## src/rtl/mem_arb_if.sv

```systemverilog
// Bundle between mem_arb and its two requesters plus the shared memory bus.
// slave = arbiter side, master = requesters / memory side.
interface mem_arb_if;
  localparam int unsigned AW = 16;
  localparam int unsigned DW = 8;

  logic          p0_req;
  logic          p1_req;
  logic          p0_we;
  logic          p1_we;
  logic [AW-1:0] p0_addr;
  logic [AW-1:0] p1_addr;
  logic [DW-1:0] p0_wdata;
  logic [DW-1:0] p1_wdata;
  logic          p1_lock;

  logic          p0_gnt;
  logic          p1_gnt;
  logic          p0_rvalid;
  logic          p1_rvalid;
  logic [DW-1:0] p0_rdata;
  logic [DW-1:0] p1_rdata;
  logic          p0_err;
  logic          p1_err;
  logic          busy;

  logic [AW-1:0] mem_addr;
  logic          mem_rw;
  logic [DW-1:0] mem_wdata;
  logic          mem_wdata_oe;
  logic [DW-1:0] mem_rdata;

  modport slave (
    input  p0_req, p1_req, p0_we, p1_we, p0_addr, p1_addr,
           p0_wdata, p1_wdata, p1_lock, mem_rdata,
    output p0_gnt, p1_gnt, p0_rvalid, p1_rvalid, p0_rdata, p1_rdata,
           p0_err, p1_err, busy, mem_addr, mem_rw, mem_wdata, mem_wdata_oe
  );

  modport master (
    output p0_req, p1_req, p0_we, p1_we, p0_addr, p1_addr,
           p0_wdata, p1_wdata, p1_lock, mem_rdata,
    input  p0_gnt, p1_gnt, p0_rvalid, p1_rvalid, p0_rdata, p1_rdata,
           p0_err, p1_err, busy, mem_addr, mem_rw, mem_wdata, mem_wdata_oe
  );
endinterface

```

## src/rtl/mem_arb.sv

```systemverilog
// Two-port arbiter for the byte-wide memory bus: fixed ACCESS/RESP sequence,
// round-robin with a capped p1 burst lock; the only block that drives mem_rw low.
module mem_arb #(
  parameter logic [3:0]  RAM_PAGE = 4'h0,
  parameter int unsigned LOCK_MAX = 8
) (
  input  logic       ph2,
  input  logic       reset,
  mem_arb_if.slave   bus
);
  localparam int unsigned AW     = 16;
  localparam int unsigned DW     = 8;
  localparam int unsigned LOCK_W = 4;
  localparam logic [LOCK_W-1:0] LOCK_LIM = LOCK_W'(LOCK_MAX);

  typedef enum logic [1:0] {
    IDLE   = 2'd0,
    ACCESS = 2'd1,
    RESP   = 2'd2
  } state_t;

  state_t            state;
  logic              owner;
  logic              last_owner;
  logic              own_we;
  logic              own_legal;
  logic [LOCK_W-1:0] lock_cnt;

  logic              any_req;
  logic              lock_hold;
  logic              win_p1;
  logic              win_we;
  logic              win_legal;
  logic [AW-1:0]     win_addr;
  logic [DW-1:0]     win_wdata;

  // Winner selection, only consumed at an evaluation edge (closing IDLE/RESP)
  always_comb begin
    any_req   = bus.p0_req | bus.p1_req;
    lock_hold = last_owner & bus.p1_lock & bus.p1_req
              & ~(bus.p0_req & (lock_cnt == LOCK_LIM));
    win_p1    = bus.p1_req;
    if (lock_hold)
      win_p1 = 1'b1;
    else if (bus.p0_req & bus.p1_req)
      win_p1 = ~last_owner;
    win_we    = win_p1 ? bus.p1_we    : bus.p0_we;
    win_addr  = win_p1 ? bus.p1_addr  : bus.p0_addr;
    win_wdata = win_p1 ? bus.p1_wdata : bus.p0_wdata;
    win_legal = win_we & (win_addr[AW-1 -: 4] == RAM_PAGE);
  end

  always_ff @(posedge ph2 or negedge reset) begin
    if (!reset) begin
      state            <= IDLE;
      owner            <= 1'b0;
      last_owner       <= 1'b1;
      own_we           <= 1'b0;
      own_legal        <= 1'b0;
      lock_cnt         <= '0;
      bus.p0_gnt       <= 1'b0;
      bus.p1_gnt       <= 1'b0;
      bus.p0_rvalid    <= 1'b0;
      bus.p1_rvalid    <= 1'b0;
      bus.p0_rdata     <= '0;
      bus.p1_rdata     <= '0;
      bus.p0_err       <= 1'b0;
      bus.p1_err       <= 1'b0;
      bus.busy         <= 1'b0;
      bus.mem_addr     <= '0;
      bus.mem_rw       <= 1'b1;
      bus.mem_wdata    <= '0;
      bus.mem_wdata_oe <= 1'b0;
    end else begin
      bus.p0_gnt    <= 1'b0;
      bus.p1_gnt    <= 1'b0;
      bus.p0_rvalid <= 1'b0;
      bus.p1_rvalid <= 1'b0;
      bus.p0_err    <= 1'b0;
      bus.p1_err    <= 1'b0;
      case (state)
        ACCESS: begin
          // Memory has sampled; turn the bus around and flag dropped writes
          state            <= RESP;
          bus.busy         <= 1'b1;
          bus.mem_rw       <= 1'b1;
          bus.mem_wdata_oe <= 1'b0;
          if (own_we && !own_legal) begin
            if (owner) bus.p1_err <= 1'b1;
            else       bus.p0_err <= 1'b1;
          end
        end
        default: begin
          if (state == RESP && !own_we) begin
            if (owner) begin
              bus.p1_rdata  <= bus.mem_rdata;
              bus.p1_rvalid <= 1'b1;
            end else begin
              bus.p0_rdata  <= bus.mem_rdata;
              bus.p0_rvalid <= 1'b1;
            end
          end
          if (any_req) begin
            state            <= ACCESS;
            bus.busy         <= 1'b1;
            owner            <= win_p1;
            last_owner       <= win_p1;
            own_we           <= win_we;
            own_legal        <= win_legal;
            bus.mem_addr     <= win_addr;
            bus.mem_rw       <= ~win_legal;
            bus.mem_wdata_oe <= win_legal;
            if (win_legal) bus.mem_wdata <= win_wdata;
            if (win_p1) begin
              bus.p1_gnt <= 1'b1;
              lock_cnt   <= (lock_cnt == LOCK_LIM) ? lock_cnt : lock_cnt + LOCK_W'(1);
            end else begin
              bus.p0_gnt <= 1'b1;
              lock_cnt   <= '0;
            end
          end else begin
            state            <= IDLE;
            bus.busy         <= 1'b0;
            bus.mem_addr     <= '0;
            bus.mem_rw       <= 1'b1;
            bus.mem_wdata_oe <= 1'b0;
          end
        end
      endcase
    end
  end
endmodule

```

## src/flat_wrapper.sv

```systemverilog
// flat-port wrapper written by rule: the top's interface ports become plain ports
module mem_arb_flat 
#(
  parameter logic [3:0]  RAM_PAGE = 4'h0,
  parameter int unsigned LOCK_MAX = 8
)
  (ph2, reset, bus_p0_req, bus_p1_req, bus_p0_we, bus_p1_we, bus_p0_addr, bus_p1_addr, bus_p0_wdata, bus_p1_wdata, bus_p1_lock, bus_mem_rdata, bus_p0_gnt, bus_p1_gnt, bus_p0_rvalid, bus_p1_rvalid, bus_p0_rdata, bus_p1_rdata, bus_p0_err, bus_p1_err, bus_busy, bus_mem_addr, bus_mem_rw, bus_mem_wdata, bus_mem_wdata_oe);
  mem_arb_if bus_i ();
  input  logic ph2;
  input  logic reset;
  input wire logic [$bits(bus_i.p0_req)-1:0] bus_p0_req;
  input wire logic [$bits(bus_i.p1_req)-1:0] bus_p1_req;
  input wire logic [$bits(bus_i.p0_we)-1:0] bus_p0_we;
  input wire logic [$bits(bus_i.p1_we)-1:0] bus_p1_we;
  input wire logic [$bits(bus_i.p0_addr)-1:0] bus_p0_addr;
  input wire logic [$bits(bus_i.p1_addr)-1:0] bus_p1_addr;
  input wire logic [$bits(bus_i.p0_wdata)-1:0] bus_p0_wdata;
  input wire logic [$bits(bus_i.p1_wdata)-1:0] bus_p1_wdata;
  input wire logic [$bits(bus_i.p1_lock)-1:0] bus_p1_lock;
  input wire logic [$bits(bus_i.mem_rdata)-1:0] bus_mem_rdata;
  output wire logic [$bits(bus_i.p0_gnt)-1:0] bus_p0_gnt;
  output wire logic [$bits(bus_i.p1_gnt)-1:0] bus_p1_gnt;
  output wire logic [$bits(bus_i.p0_rvalid)-1:0] bus_p0_rvalid;
  output wire logic [$bits(bus_i.p1_rvalid)-1:0] bus_p1_rvalid;
  output wire logic [$bits(bus_i.p0_rdata)-1:0] bus_p0_rdata;
  output wire logic [$bits(bus_i.p1_rdata)-1:0] bus_p1_rdata;
  output wire logic [$bits(bus_i.p0_err)-1:0] bus_p0_err;
  output wire logic [$bits(bus_i.p1_err)-1:0] bus_p1_err;
  output wire logic [$bits(bus_i.busy)-1:0] bus_busy;
  output wire logic [$bits(bus_i.mem_addr)-1:0] bus_mem_addr;
  output wire logic [$bits(bus_i.mem_rw)-1:0] bus_mem_rw;
  output wire logic [$bits(bus_i.mem_wdata)-1:0] bus_mem_wdata;
  output wire logic [$bits(bus_i.mem_wdata_oe)-1:0] bus_mem_wdata_oe;
  assign bus_i.p0_req = bus_p0_req;
  assign bus_i.p1_req = bus_p1_req;
  assign bus_i.p0_we = bus_p0_we;
  assign bus_i.p1_we = bus_p1_we;
  assign bus_i.p0_addr = bus_p0_addr;
  assign bus_i.p1_addr = bus_p1_addr;
  assign bus_i.p0_wdata = bus_p0_wdata;
  assign bus_i.p1_wdata = bus_p1_wdata;
  assign bus_i.p1_lock = bus_p1_lock;
  assign bus_i.mem_rdata = bus_mem_rdata;
  assign bus_p0_gnt = bus_i.p0_gnt;
  assign bus_p1_gnt = bus_i.p1_gnt;
  assign bus_p0_rvalid = bus_i.p0_rvalid;
  assign bus_p1_rvalid = bus_i.p1_rvalid;
  assign bus_p0_rdata = bus_i.p0_rdata;
  assign bus_p1_rdata = bus_i.p1_rdata;
  assign bus_p0_err = bus_i.p0_err;
  assign bus_p1_err = bus_i.p1_err;
  assign bus_busy = bus_i.busy;
  assign bus_mem_addr = bus_i.mem_addr;
  assign bus_mem_rw = bus_i.mem_rw;
  assign bus_mem_wdata = bus_i.mem_wdata;
  assign bus_mem_wdata_oe = bus_i.mem_wdata_oe;
  mem_arb #(.RAM_PAGE(RAM_PAGE), .LOCK_MAX(LOCK_MAX)) u_core (.ph2(ph2), .reset(reset), .bus(bus_i));
endmodule
```

## config.mk

```make
export PLATFORM = sky130hd
export DESIGN_NAME = mem_arb_flat
export DESIGN_NICKNAME = d
export VERILOG_FILES = /design/src/rtl/mem_arb_if.sv /design/src/rtl/mem_arb.sv /design/src/flat_wrapper.sv
export SDC_FILE = /design/constraint.sdc
export NUM_CORES = 1
export LEC_CHECK = 0
export CAP_MARGIN = 20
export CORE_MARGIN = 5
export CORE_UTILIZATION = 26
export DETAILED_ROUTE_END_ITERATION = 16
export PLACE_DENSITY = 0.53
export SLEW_MARGIN = 20
export SYNTH_ARGS = -nofsm -noshare
export SYNTH_HDL_FRONTEND = slang
export SYNTH_SLANG_ARGS = --single-unit
```

## constraint.sdc

```tcl
create_clock -name ph2 -period 4.55 [get_ports ph2]
set_clock_uncertainty 0.1 [all_clocks]
set_input_delay 0.6825 -clock ph2 [delete_from_list [all_inputs] [get_ports ph2]]
set_output_delay 0.6825 -clock ph2 [all_outputs]
set_load 0.03 [all_outputs]
```

# Yosys cells after proc, flatten, opt, wreduce, memory -nomap -nowiden

Cells that the tools add are included.

Magnitude comparators: 0
Add/subtract/negate cells: 1
Reduce and logical (&&, ||, !) cells: 10
Div/mod/pow operators: 0
Multiplexer cells: 32
Bitwise operators: 12
Equality and inequality tests: 4
$mul: 0
Shifts and indexed selects: 0

Operators with widths:

| cell                                                | number |
|---|---|
| 2-to-1 mux 16 bit                                   | 2 |
| 2-to-1 mux 1 bit                                    | 26 |
| AND reduction 3 bit                                 | 4 |
| 2-to-1 mux 4 bit                                    | 2 |
| 2-to-1 mux 8 bit                                    | 1 |
| AND 1 bit                                           | 6 |
| NOT 1 bit                                           | 5 |
| adder 4 x 1 -> 4 bit, second input constant         | 1 |
| equality test 4 bit, second input constant          | 1 |
| zero test 4 bit                                     | 1 |
| equality test 2 x 1 -> 1 bit, second input constant | 1 |
| equality test 2 bit, second input constant          | 1 |
| logical AND 1 bit                                   | 2 |
| zero test 1 bit                                     | 2 |
| 2-to-1 mux 2 bit                                    | 1 |
| inequality test 2 bit, second input constant        | 1 |
| AND reduction 2 bit                                 | 1 |
| bitwise OR 1 bit                                    | 1 |

Bits in latches: 0
Input port bits: 63
Flip-flop bits (word level): 59
Logic and storage cells: 78
Bits in read-only memories: 0
Bits in writable memories: 0
Output and inout port bits: 49
Memories: 0

# Depth between registers and ports, before layout

Gate-level depths: netlist of run 1.

Depth after elaboration: 11
Depth in mapped cells: 9
Mapped depth without buffers: 7

# Worst setup path before layout of run 1

OpenSTA, ideal clock, no wires.

Kind: input to register
From: input bus_p1_req
To: register u_core.bus.mem_wdata[1] (netlist bit)
Data required time: 4.324 ns
Arrival time: 2.081 ns
Stages on the path: 7
Path buffers: 2
Path slack: 2.243 ns
Path through: buf_2 > a21boi_1 > a31oi_4 > mux2i_1 > or2_1 > buf_2 > o21ai_1

Longest elaborated chain between the ends: 7
Elaborated cells between the ends (all ways): 12

RTL lines:

| item                                                 | line                         | RTL |
|---|---|---|
| start: declaration                                   | flat_wrapper.sv:12           | `input wire logic [$bits(bus_i.p1_req)-1:0] bus_p1_req;` |
| AND 1 bit (on tied branches)                         | mem_arb.sv:45, mem_arb.sv:40 |  |
| 2-to-1 mux 1 bit / AND 1 bit (equally long branches) | mem_arb.sv:45, mem_arb.sv:41 |  |
| 2-to-1 mux 1 bit                                     | mem_arb.sv:43                | `if (lock_hold)` |
| 2-to-1 mux 16 bit                                    | mem_arb.sv:48                | `win_addr = win_p1 ? bus.p1_addr : bus.p0_addr;` |
| zero test 4 bit                                      | mem_arb.sv:50                | `win_legal = win_we & (win_addr[AW-1 -: 4] == RAM_PAGE);` |
| AND 1 bit                                            | mem_arb.sv:50                |  |
| AND reduction 3 bit (no source line)                 | --                           |  |
| end signal: assignment                               | mem_arb.sv:113               | `if (win_legal) bus.mem_wdata <= win_wdata;` |
| end: declaration                                     | mem_arb_if.sv:37             | `p0_err, p1_err, busy, mem_addr, mem_rw, mem_wdata, mem_wdata_oe` |

Parallel ways exist; a longest one is shown, timed or not.
A chain may end at the register's enable or synchronous reset.

# Worst setup path after layout of run 1

From: input bus_p1_req
To: register u_core.bus.mem_wdata[0] (netlist bit)

Same word-level chain as after synthesis.

==> results of run 1 <==
## layout make-up
class                           instances  share of cell area (%)
Sequential cell                        59                   37.98
Multi-Input combinational cell        136                   23.81
Clock inverter                          5                  0.7712
Tap cell                              129                   4.145
Inverter                                5                  0.4820
Clock buffer                           11                   3.631
Timing Repair Buffer                  115                   29.18
## cell families (layout without fill, tap and decap cells)
group                    count (synthesis)  after routing  synth area share, %
AND/OR/NAND/NOR                         60             60                11.92
flip-flops                              59             59                60.21
AO/OA/AOI/OAI                           45             45                11.82
adder cells (fa/ha/maj)                  2              2                1.019
buffers and inverters                   14            136                2.394
multiplexers                            29             29                12.63
## metrics by stage
step                instances  setup slack [ps]
floorplan                 209              2243
global placement          444              1261
detailed placement        444              1256
CTS                       460              1607
global route              460              1390
finish                    460              1613
## how the worst max path moves through the flow
| stage | startpoint | to | depth (start not counted) |
|---|---|---|---|
| after detailed placement | bus_p1_req | u_core.lock_cnt[2]$_DFFE_PN0P_ | 7 |
| after global routing | bus_p1_req | u_core.bus.mem_wdata[4]$_DFFE_PN0P_ | 7 |
| after global placement | bus_p1_req | u_core.bus.mem_wdata[0]$_DFFE_PN0P_ | 7 |
| after floorplan | bus_p1_req | u_core.bus.mem_wdata[1]$_DFFE_PN0P_ | 7 |
| final | bus_p1_req | u_core.bus.mem_wdata[0]$_DFFE_PN0P_ | 7 |
| after CTS | bus_p1_req | u_core.bus.mem_addr[10]$_DFFE_PN0N_ | 7 |
## flip-flops by register name, summed over array words and instances, names as in the netlist, 2 cells and up
| register | cells |
|---|---|
| u_core.state | 2 |
| u_core.bus.p1_rdata | 8 |
| u_core.lock_cnt | 4 |
| u_core.bus.p0_rdata | 8 |
| u_core.bus.mem_addr | 16 |
| u_core.bus.mem_wdata | 8 |
## worst reg2reg max path: stages, from the launching register on
cell and delay, ps:
sky130_fd_sc_hd__dfrtp_1 420, sky130_fd_sc_hd__inv_1 80, sky130_fd_sc_hd__ha_1 200, sky130_fd_sc_hd__nand3b_4 140, sky130_fd_sc_hd__a31oi_4 190, sky130_fd_sc_hd__buf_4 290, sky130_fd_sc_hd__mux2i_1 580, sky130_fd_sc_hd__or2_1 430
sky130_fd_sc_hd__o21ai_0 150
## synthesized netlist by cell type (2+ instances only)
cell | instances | area [um2]
sky130_fd_sc_hd__a22oi_1 | 12 | 90.09
sky130_fd_sc_hd__buf_2 | 5 | 25.02
sky130_fd_sc_hd__clkbuf_1 | 4 | 15.01
sky130_fd_sc_hd__dfrtp_1 | 57 | 1426
sky130_fd_sc_hd__dfstp_2 | 2 | 52.55
sky130_fd_sc_hd__ha_1 | 2 | 25.02
sky130_fd_sc_hd__inv_1 | 5 | 18.77
sky130_fd_sc_hd__mux2_2 | 16 | 180.2
sky130_fd_sc_hd__mux2i_1 | 13 | 130.1
sky130_fd_sc_hd__nand2_1 | 39 | 146.4
sky130_fd_sc_hd__nand3_1 | 2 | 10.01
sky130_fd_sc_hd__nor2_1 | 6 | 22.52
sky130_fd_sc_hd__nor4_1 | 2 | 12.51
sky130_fd_sc_hd__o21ai_0 | 18 | 90.09
sky130_fd_sc_hd__o21ai_1 | 8 | 40.04
## layer usage
layer | routed length (um) | part of all wire, % | track usage [%] | up-vias
met3 | 511 | 7.9 | 4.034 | 8
met4 | 78 | 1.2 | 4.384 | 0
met1 | 2804 | 43 | 14.94 | 964
li1 | - | - | - | 975
met5 | 0 | 0 | 0 | -
met2 | 3083 | 48 | 17.74 | 60
## power groups by stage
| stage | logic [mW] | registers (mW) | clock network [mW] |
|---|---|---|---|
| after floorplan | 0.340 | 1.25 | 0 |
| after global placement | 1.24 | 0.888 | 0 |
| after detailed placement | 1.26 | 0.888 | 0 |
| after CTS | 1.27 | 0.880 | 0.433 |
| after global routing | 1.34 | 0.908 | 0.454 |
| final | 1.25 | 0.877 | 0.416 |
==> impl_metrics.xml, run 1 <==
<?xml version="1.0" encoding="UTF-8"?>
<metrics>
  <group name="route">
    <metric name="route.vias.total" unit="">2007</metric>
    <metric name="detail_route.iter0.violations" unit="">69</metric>
    <metric name="drt-pass1-iter-count" unit="">4</metric>
    <metric name="route.detailed.drc" unit="">0</metric>
    <metric name="route.detailed.wl_per_inst" unit="um">14.08</metric>
    <metric name="drtAntennaViolNets" unit="">0</metric>
    <metric name="via_per_inst" unit="">4.363</metric>
    <metric name="routed_wirelength" unit="mm">6.477</metric>
  </group>
  <group name="placement">
    <metric name="hpwl" unit="mm">4.666</metric>
    <metric name="gp_weighted_congestion" unit="">0.7464</metric>
    <metric name="postPlaceCellArea" unit="mm2">0.003720</metric>
    <metric name="port_buffers" unit="">111</metric>
  </group>
  <group name="pwr">
    <metric name="cellPowerDensity" unit="mW/mm2">651.8</metric>
    <metric name="netSwitchingPower" unit="mW">1.040</metric>
    <metric name="comb_power_share" unit="%">49.1</metric>
    <metric name="share_seq_of_total_power" unit="%">34.5</metric>
    <metric name="power" unit="mW">2.538</metric>
    <metric name="internal_power" unit="mW">1.498</metric>
    <metric name="static-leakage-power" unit="nW">1.680</metric>
    <metric name="share_clk_of_total_power" unit="%">16.4</metric>
    <metric name="vdd_drop_max" unit="mV">0.2451</metric>
    <metric name="power.switching_fraction" unit="%">40.96</metric>
  </group>
  <group name="final_layout">
    <metric name="area.sequential" unit="mm2">0.001479</metric>
    <metric name="leading_cell_type_in_the_layout_fill_and_taps_excluded" unit="">sky130_fd_sc_hd__clkdlybuf4s50_1</metric>
    <metric name="filler_cell_count" unit="">890</metric>
    <metric name="insertedDiodeCount" unit="">0</metric>
    <metric name="fin_nets" unit="">391</metric>
    <metric name="post_route_cells_drive_above_1_share" unit="%">13.29</metric>
    <metric name="final_util" unit="%">42.14</metric>
    <metric name="finalInstanceArea" unit="mm2">0.003894</metric>
    <metric name="syn_to_final_growth" unit="%">58.53</metric>
    <metric name="multi_input_comb_area" unit="um2">927.1</metric>
    <metric name="highest_count_cells_in_the_layout_ignoring_fill_and_taps" unit="">110 x sky130_fd_sc_hd__clkdlybuf4s50_1, 57 x sky130_fd_sc_hd__dfrtp_1, 39 x sky130_fd_sc_hd__nand2_1</metric>
  </group>
  <group name="synthesis">
    <metric name="synth_seq_cells" unit="">59</metric>
    <metric name="synth_top_flop_cell" unit="">sky130_fd_sc_hd__dfrtp_1</metric>
    <metric name="synthDistinctLibCells" unit="">33</metric>
    <metric name="synthesis.area" unit="mm2">0.002456</metric>
    <metric name="yosys_warnings" unit="">0</metric>
    <metric name="net_count_of_the_mapped_netlist" unit="">274</metric>
    <metric name="synth_sequential_area_ratio" unit="%">60.21</metric>
    <metric name="ys_async_sr_fraction" unit="%">100.0</metric>
    <metric name="synth_cells" unit="">209</metric>
    <metric name="postSynthAreaPerCell" unit="um2">11.75</metric>
    <metric name="synth_edf_count" unit="">0</metric>
  </group>
  <group name="run">
    <metric name="drv_cap" unit="">0</metric>
  </group>
  <group name="hold_path">
    <metric name="timing.hold.worst.start" unit="">u_core.own_legal$_DFFE_PN0P_</metric>
    <metric name="worst_hold_path_type" unit="">register to register</metric>
    <metric name="min_to" unit="">u_core.bus.p0_err$_DFF_PN0_</metric>
    <metric name="min_delay_path_depth" unit="">1</metric>
  </group>
  <group name="setup_path">
    <metric name="crit_fanout" unit="">18</metric>
    <metric name="critical_path_class" unit="">input port to register</metric>
    <metric name="setup.worst_path.start_class" unit="">input port</metric>
    <metric name="cp.buffers_inverters" unit="">2</metric>
    <metric name="worstPathCellList" unit="">clkdlybuf4s50_1 -&gt; a21boi_1 -&gt; a31oi_4 -&gt; buf_4 -&gt; mux2i_1 -&gt; or2_1 -&gt; o21ai_0</metric>
    <metric name="timing.critical_path.arrival" unit="ps">3040</metric>
    <metric name="rr_worst_depth" unit="">8</metric>
    <metric name="regToRegEndpoint" unit="">u_core.bus.mem_wdata[0]$_DFFE_PN0P_</metric>
    <metric name="worstReg2RegStart" unit="">u_core.lock_cnt[0]$_DFFE_PN0P_</metric>
    <metric name="timing.critical_path.required" unit="ps">4650</metric>
    <metric name="reg2reg_slack" unit="ps">1850</metric>
    <metric name="timing.critical_path.slowest_stage_cell" unit="">sky130_fd_sc_hd__mux2i_1</metric>
    <metric name="worst_setup_path_end_kind" unit="">register</metric>
    <metric name="critPathTopFamily" unit="">buffers and inverters</metric>
    <metric name="max_stage_delay" unit="ps">570</metric>
  </group>
  <group name="floorplan">
    <metric name="site_row_count" unit="">35</metric>
    <metric name="die_area" unit="mm2">0.01149</metric>
    <metric name="start_util" unit="%">26.58</metric>
    <metric name="core-area" unit="mm2">0.009240</metric>
    <metric name="die-width" unit="um">107.2</metric>
    <metric name="ioPinCount" unit="">112</metric>
    <metric name="die_height" unit="um">107.2</metric>
  </group>
  <group name="sta">
    <metric name="tightestPinTransition" unit="ps">868.8</metric>
    <metric name="hold_viol_final" unit="">0</metric>
    <metric name="hold_slack" unit="ps">360.8</metric>
    <metric name="finalSetupTns" unit="ps">0</metric>
    <metric name="unrepaired_setup_endpoints_after_global_routing" unit="">false</metric>
    <metric name="achievable-frequency" unit="MHz">340.5</metric>
    <metric name="period_needed" unit="ps">2937</metric>
    <metric name="period_utilisation_layout" unit="%">64.56</metric>
    <metric name="final-setup-viol-count" unit="">0</metric>
    <metric name="finalMaxSlewViolations" unit="">0</metric>
    <metric name="timing.max_slew.rel_slack" unit="%">42.05</metric>
  </group>
  <group name="cts">
    <metric name="cts.root.buffer_cell" unit="">sky130_fd_sc_hd__clkbuf_8</metric>
    <metric name="post_cts_setup_buffers" unit="">0</metric>
    <metric name="cts.sink_count" unit="">59</metric>
    <metric name="cts.repair.resized" unit="">0</metric>
    <metric name="tritoncts.num_buffers" unit="">9</metric>
    <metric name="clock_tree_from_tritoncts" unit="">yes</metric>
    <metric name="clock_tree.buffer_depth" unit="">2</metric>
    <metric name="clock_latency" unit="ps">320</metric>
    <metric name="htree_levels" unit="">3</metric>
    <metric name="hold_buffers" unit="">0</metric>
    <metric name="clkTransAtPathRegs" unit="ps">70</metric>
  </group>
  <group name="grt">
    <metric name="grt_first_pass_wirelength" unit="mm">10.57</metric>
    <metric name="grt_start_max_net_pins" unit="">60</metric>
    <metric name="number_of_global_route_vias_before_repair" unit="">2150</metric>
    <metric name="global_route_usage_over_all_layers" unit="%">11.55</metric>
    <metric name="grt_antenna_before_repair" unit="">0</metric>
    <metric name="gr-total-overflow" unit="">0</metric>
  </group>
  <group name="run_status">
    <metric name="run_status" unit="">complete, no violations</metric>
  </group>
</metrics>
Note: power is estimated with default switching activity, not from simulation.
==> run 2: changes to the inputs <==
PLACE_DENSITY = 0.55   (was 0.53)
clock period = 2.5 ns   (was 4.55 ns; I/O delays follow)
==> run 2 against run 1 <==
Die area is the same. First-iteration DRC count shrank 52%. Final cell count grew 1.3%. Worst hold slack gained 8.7 ps. Largest cell class unchanged. Cell area grew 1.7%. Via count grew 1.6%. Setup slack lost 1300 ps.
==> impl_metrics.xml, run 2 (synthesis gave the netlist of run 1 again) <==
<?xml version="1.0" encoding="UTF-8"?>
<metrics>
  <group name="cts">
    <metric name="hold_buffers" unit="">1</metric>
    <metric name="cts.root.buffer_cell" unit="">sky130_fd_sc_hd__clkbuf_8</metric>
    <metric name="tritoncts.num_buffers" unit="">9</metric>
    <metric name="cts.sink_count" unit="">59</metric>
    <metric name="htree_levels" unit="">3</metric>
    <metric name="clock_tree.buffer_depth" unit="">2</metric>
    <metric name="cts.repair.resized" unit="">0</metric>
    <metric name="post_cts_setup_buffers" unit="">0</metric>
    <metric name="clock_tree_from_tritoncts" unit="">yes</metric>
    <metric name="clkTransAtPathRegs" unit="ps">70</metric>
    <metric name="clock_latency" unit="ps">330</metric>
  </group>
  <group name="hold_path">
    <metric name="worst_hold_path_type" unit="">register to register</metric>
    <metric name="min_delay_path_depth" unit="">2</metric>
    <metric name="timing.hold.worst.start" unit="">u_core.bus.mem_addr[2]$_DFFE_PN0N_</metric>
  </group>
  <group name="run">
    <metric name="drv_cap" unit="">0</metric>
  </group>
  <group name="route">
    <metric name="routed_wirelength" unit="mm">6.643</metric>
    <metric name="route.vias.total" unit="">2039</metric>
    <metric name="via_per_inst" unit="">4.376</metric>
    <metric name="drtAntennaViolNets" unit="">0</metric>
    <metric name="route.detailed.drc" unit="">0</metric>
    <metric name="drt-pass1-iter-count" unit="">4</metric>
    <metric name="detail_route.iter0.violations" unit="">33</metric>
    <metric name="route.detailed.wl_per_inst" unit="um">14.26</metric>
  </group>
  <group name="grt">
    <metric name="grt_first_pass_wirelength" unit="mm">10.81</metric>
    <metric name="grt_antenna_before_repair" unit="">0</metric>
    <metric name="grt_start_max_net_pins" unit="">35</metric>
    <metric name="global_route_usage_over_all_layers" unit="%">11.92</metric>
    <metric name="number_of_global_route_vias_before_repair" unit="">2189</metric>
    <metric name="gr-total-overflow" unit="">0</metric>
  </group>
  <group name="setup_path">
    <metric name="timing.critical_path.from" unit="">u_core.lock_cnt[0]$_DFFE_PN0P_</metric>
    <metric name="timing.critical_path.required" unit="ps">2650</metric>
    <metric name="worst_setup_path_end_kind" unit="">register</metric>
    <metric name="timing.critical_path.arrival" unit="ps">2370</metric>
    <metric name="critical_path_class" unit="">register to register</metric>
    <metric name="critical_path_depth" unit="">7</metric>
    <metric name="timing.critical_path.slowest_stage_cell" unit="">sky130_fd_sc_hd__dfrtp_1</metric>
    <metric name="setup.worst_path.start_class" unit="">register</metric>
    <metric name="crit_fanout" unit="">11</metric>
    <metric name="worstPathCellList" unit="">inv_1 -&gt; ha_1 -&gt; nand3b_4 -&gt; a211o_1 -&gt; a31o_2 -&gt; or2_1 -&gt; o21ai_0</metric>
    <metric name="rr_worst_depth" unit="">7</metric>
    <metric name="max_stage_delay" unit="ps">430</metric>
    <metric name="worstReg2RegStart" unit="">u_core.lock_cnt[0]$_DFFE_PN0P_</metric>
    <metric name="critPathTopFamily" unit="">compound AO/OA/AOI/OAI gates</metric>
    <metric name="cp.buffers_inverters" unit="">1</metric>
  </group>
  <group name="floorplan">
    <metric name="die_height" unit="um">107.2</metric>
    <metric name="ioPinCount" unit="">112</metric>
    <metric name="site_row_count" unit="">35</metric>
    <metric name="die-width" unit="um">107.2</metric>
    <metric name="start_util" unit="%">26.58</metric>
    <metric name="die_area" unit="mm2">0.01149</metric>
    <metric name="core-area" unit="mm2">0.009240</metric>
  </group>
  <group name="final_layout">
    <metric name="insertedDiodeCount" unit="">0</metric>
    <metric name="leading_cell_type_in_the_layout_fill_and_taps_excluded" unit="">sky130_fd_sc_hd__clkdlybuf4s50_1</metric>
    <metric name="syn_to_final_growth" unit="%">61.18</metric>
    <metric name="regMostFlops" unit="">u_core.bus.mem_addr</metric>
    <metric name="largest_register_ff_count" unit="">16</metric>
    <metric name="finish.cell_count_without_fillers" unit="">466</metric>
    <metric name="final_util" unit="%">42.84</metric>
    <metric name="post_route_cells_drive_above_1_share" unit="%">14.54</metric>
    <metric name="highest_count_cells_in_the_layout_ignoring_fill_and_taps" unit="">110 x sky130_fd_sc_hd__clkdlybuf4s50_1, 57 x sky130_fd_sc_hd__dfrtp_1, 39 x sky130_fd_sc_hd__nand2_1</metric>
    <metric name="filler_cell_count" unit="">932</metric>
    <metric name="fin_nets" unit="">397</metric>
  </group>
  <group name="sta">
    <metric name="finalMaxSlewViolations" unit="">0</metric>
    <metric name="period_needed" unit="ps">2220</metric>
    <metric name="timing.max_slew.rel_slack" unit="%">58.38</metric>
    <metric name="finalSetupTns" unit="ps">0</metric>
    <metric name="tightestPinTransition" unit="ps">624.3</metric>
    <metric name="final-setup-viol-count" unit="">0</metric>
    <metric name="period_utilisation_layout" unit="%">88.81</metric>
    <metric name="unrepaired_setup_endpoints_after_global_routing" unit="">false</metric>
    <metric name="hold_viol_final" unit="">0</metric>
    <metric name="achievable-frequency" unit="MHz">450.4</metric>
    <metric name="hold_slack" unit="ps">369.6</metric>
  </group>
  <group name="pwr">
    <metric name="cellPowerDensity" unit="mW/mm2">1182</metric>
    <metric name="power" unit="mW">4.679</metric>
    <metric name="vdd_drop_max" unit="mV">0.3298</metric>
    <metric name="static-leakage-power" unit="nW">1.712</metric>
  </group>
  <group name="placement">
    <metric name="port_buffers" unit="">111</metric>
    <metric name="hpwl" unit="mm">5.086</metric>
    <metric name="place_inst" unit="">449</metric>
    <metric name="gp_weighted_congestion" unit="">0.7289</metric>
  </group>
  <group name="run_status">
    <metric name="run_status" unit="">complete, no violations</metric>
  </group>
</metrics>
-- run 2: changes by cell type in the layout (fill, tap and decap cells not counted) --
cell / delta
sky130_fd_sc_hd__clkinv_4: +1
sky130_fd_sc_hd__buf_12: +1
sky130_fd_sc_hd__nor2_1: +1
sky130_fd_sc_hd__clkinv_2: -1
sky130_fd_sc_hd__clkbuf_1: -1
sky130_fd_sc_hd__nor2_2: -1
sky130_fd_sc_hd__buf_4: +4
sky130_fd_sc_hd__clkinvlp_4: +1
sky130_fd_sc_hd__dlygate4sd3_1: +1
-- run 2: final timing paths --
check,to,slack (ps)
max,u_core.bus.mem_wdata[0]$_DFFE_PN0P_,280
min,u_core.bus.mem_addr[2]$_DFFE_PN0N_,370
max reg2reg,u_core.bus.mem_wdata[0]$_DFFE_PN0P_,280
min reg2reg,u_core.bus.mem_addr[2]$_DFFE_PN0N_,370
max in group asynchronous,u_core.bus.mem_addr[10]$_DFFE_PN0N_,1170
min in group asynchronous,u_core.bus.p1_rdata[2]$_DFFE_PN0P_,520
-- run 2: worst register-to-register path: cells and delay by family (launching register included) --
family / cells / cell delay, ps
simple gates: 2 / 510
compound gates: 3 / 850
fa+ha+maj: 1 / 190
flops: 1 / 430
buf+inv: 1 / 70
-- run 2: area by class of cell --
cell class / instances / area (um2) / share of cell area, %
clock buffers: 10 / 137.6 / 3.477
clock inverters: 6 / 41.29 / 1.043
inverters: 5 / 18.77 / 0.4741
multi-input cells: 136 / 924.6 / 23.36
flip-flops and latches: 59 / 1479 / 37.36
well taps: 129 / 161.4 / 4.077
repair buffers: 121 / 1196 / 30.21
-- run 2: stage by stage --
step | instance area, um2 | worst slack (ps)
floorplan | 2456 | 375.3
CTS | 3959 | 260.4
detailed placement | 3770 | 36.61
global placement | 3770 | 109.0
global route | 3959 | 149.5
finish | 3959 | 279.6
-- run 2: layer usage --
layer  vias to the layer above  routed length, um  share of wire, %  GRT usage [%]
li1                        984                  -                 -              -
met1                       988               2874                43          14.70
met2                        63               3275                49          19.44
met3                         4                458               6.9          4.395
met4                         0                 35              0.53          3.562
met5                         -                  0                 0              0
-- run 2: report_power, final --
group / switching, mW / internal, mW / leakage, nW / total (mW)
logic: 1.29 / 1.02 / 0.896 / 2.31
clock network: 0.388 / 0.384 / 0.0843 / 0.772
registers: 0.235 / 1.36 / 0.731 / 1.60
==> run 3: changes to the inputs <==
GPL_ROUTABILITY_DRIVEN = 1   (was unset)
==> results of run 3 <==
The final DEF is identical to that of run 2; final timing and power are the same.
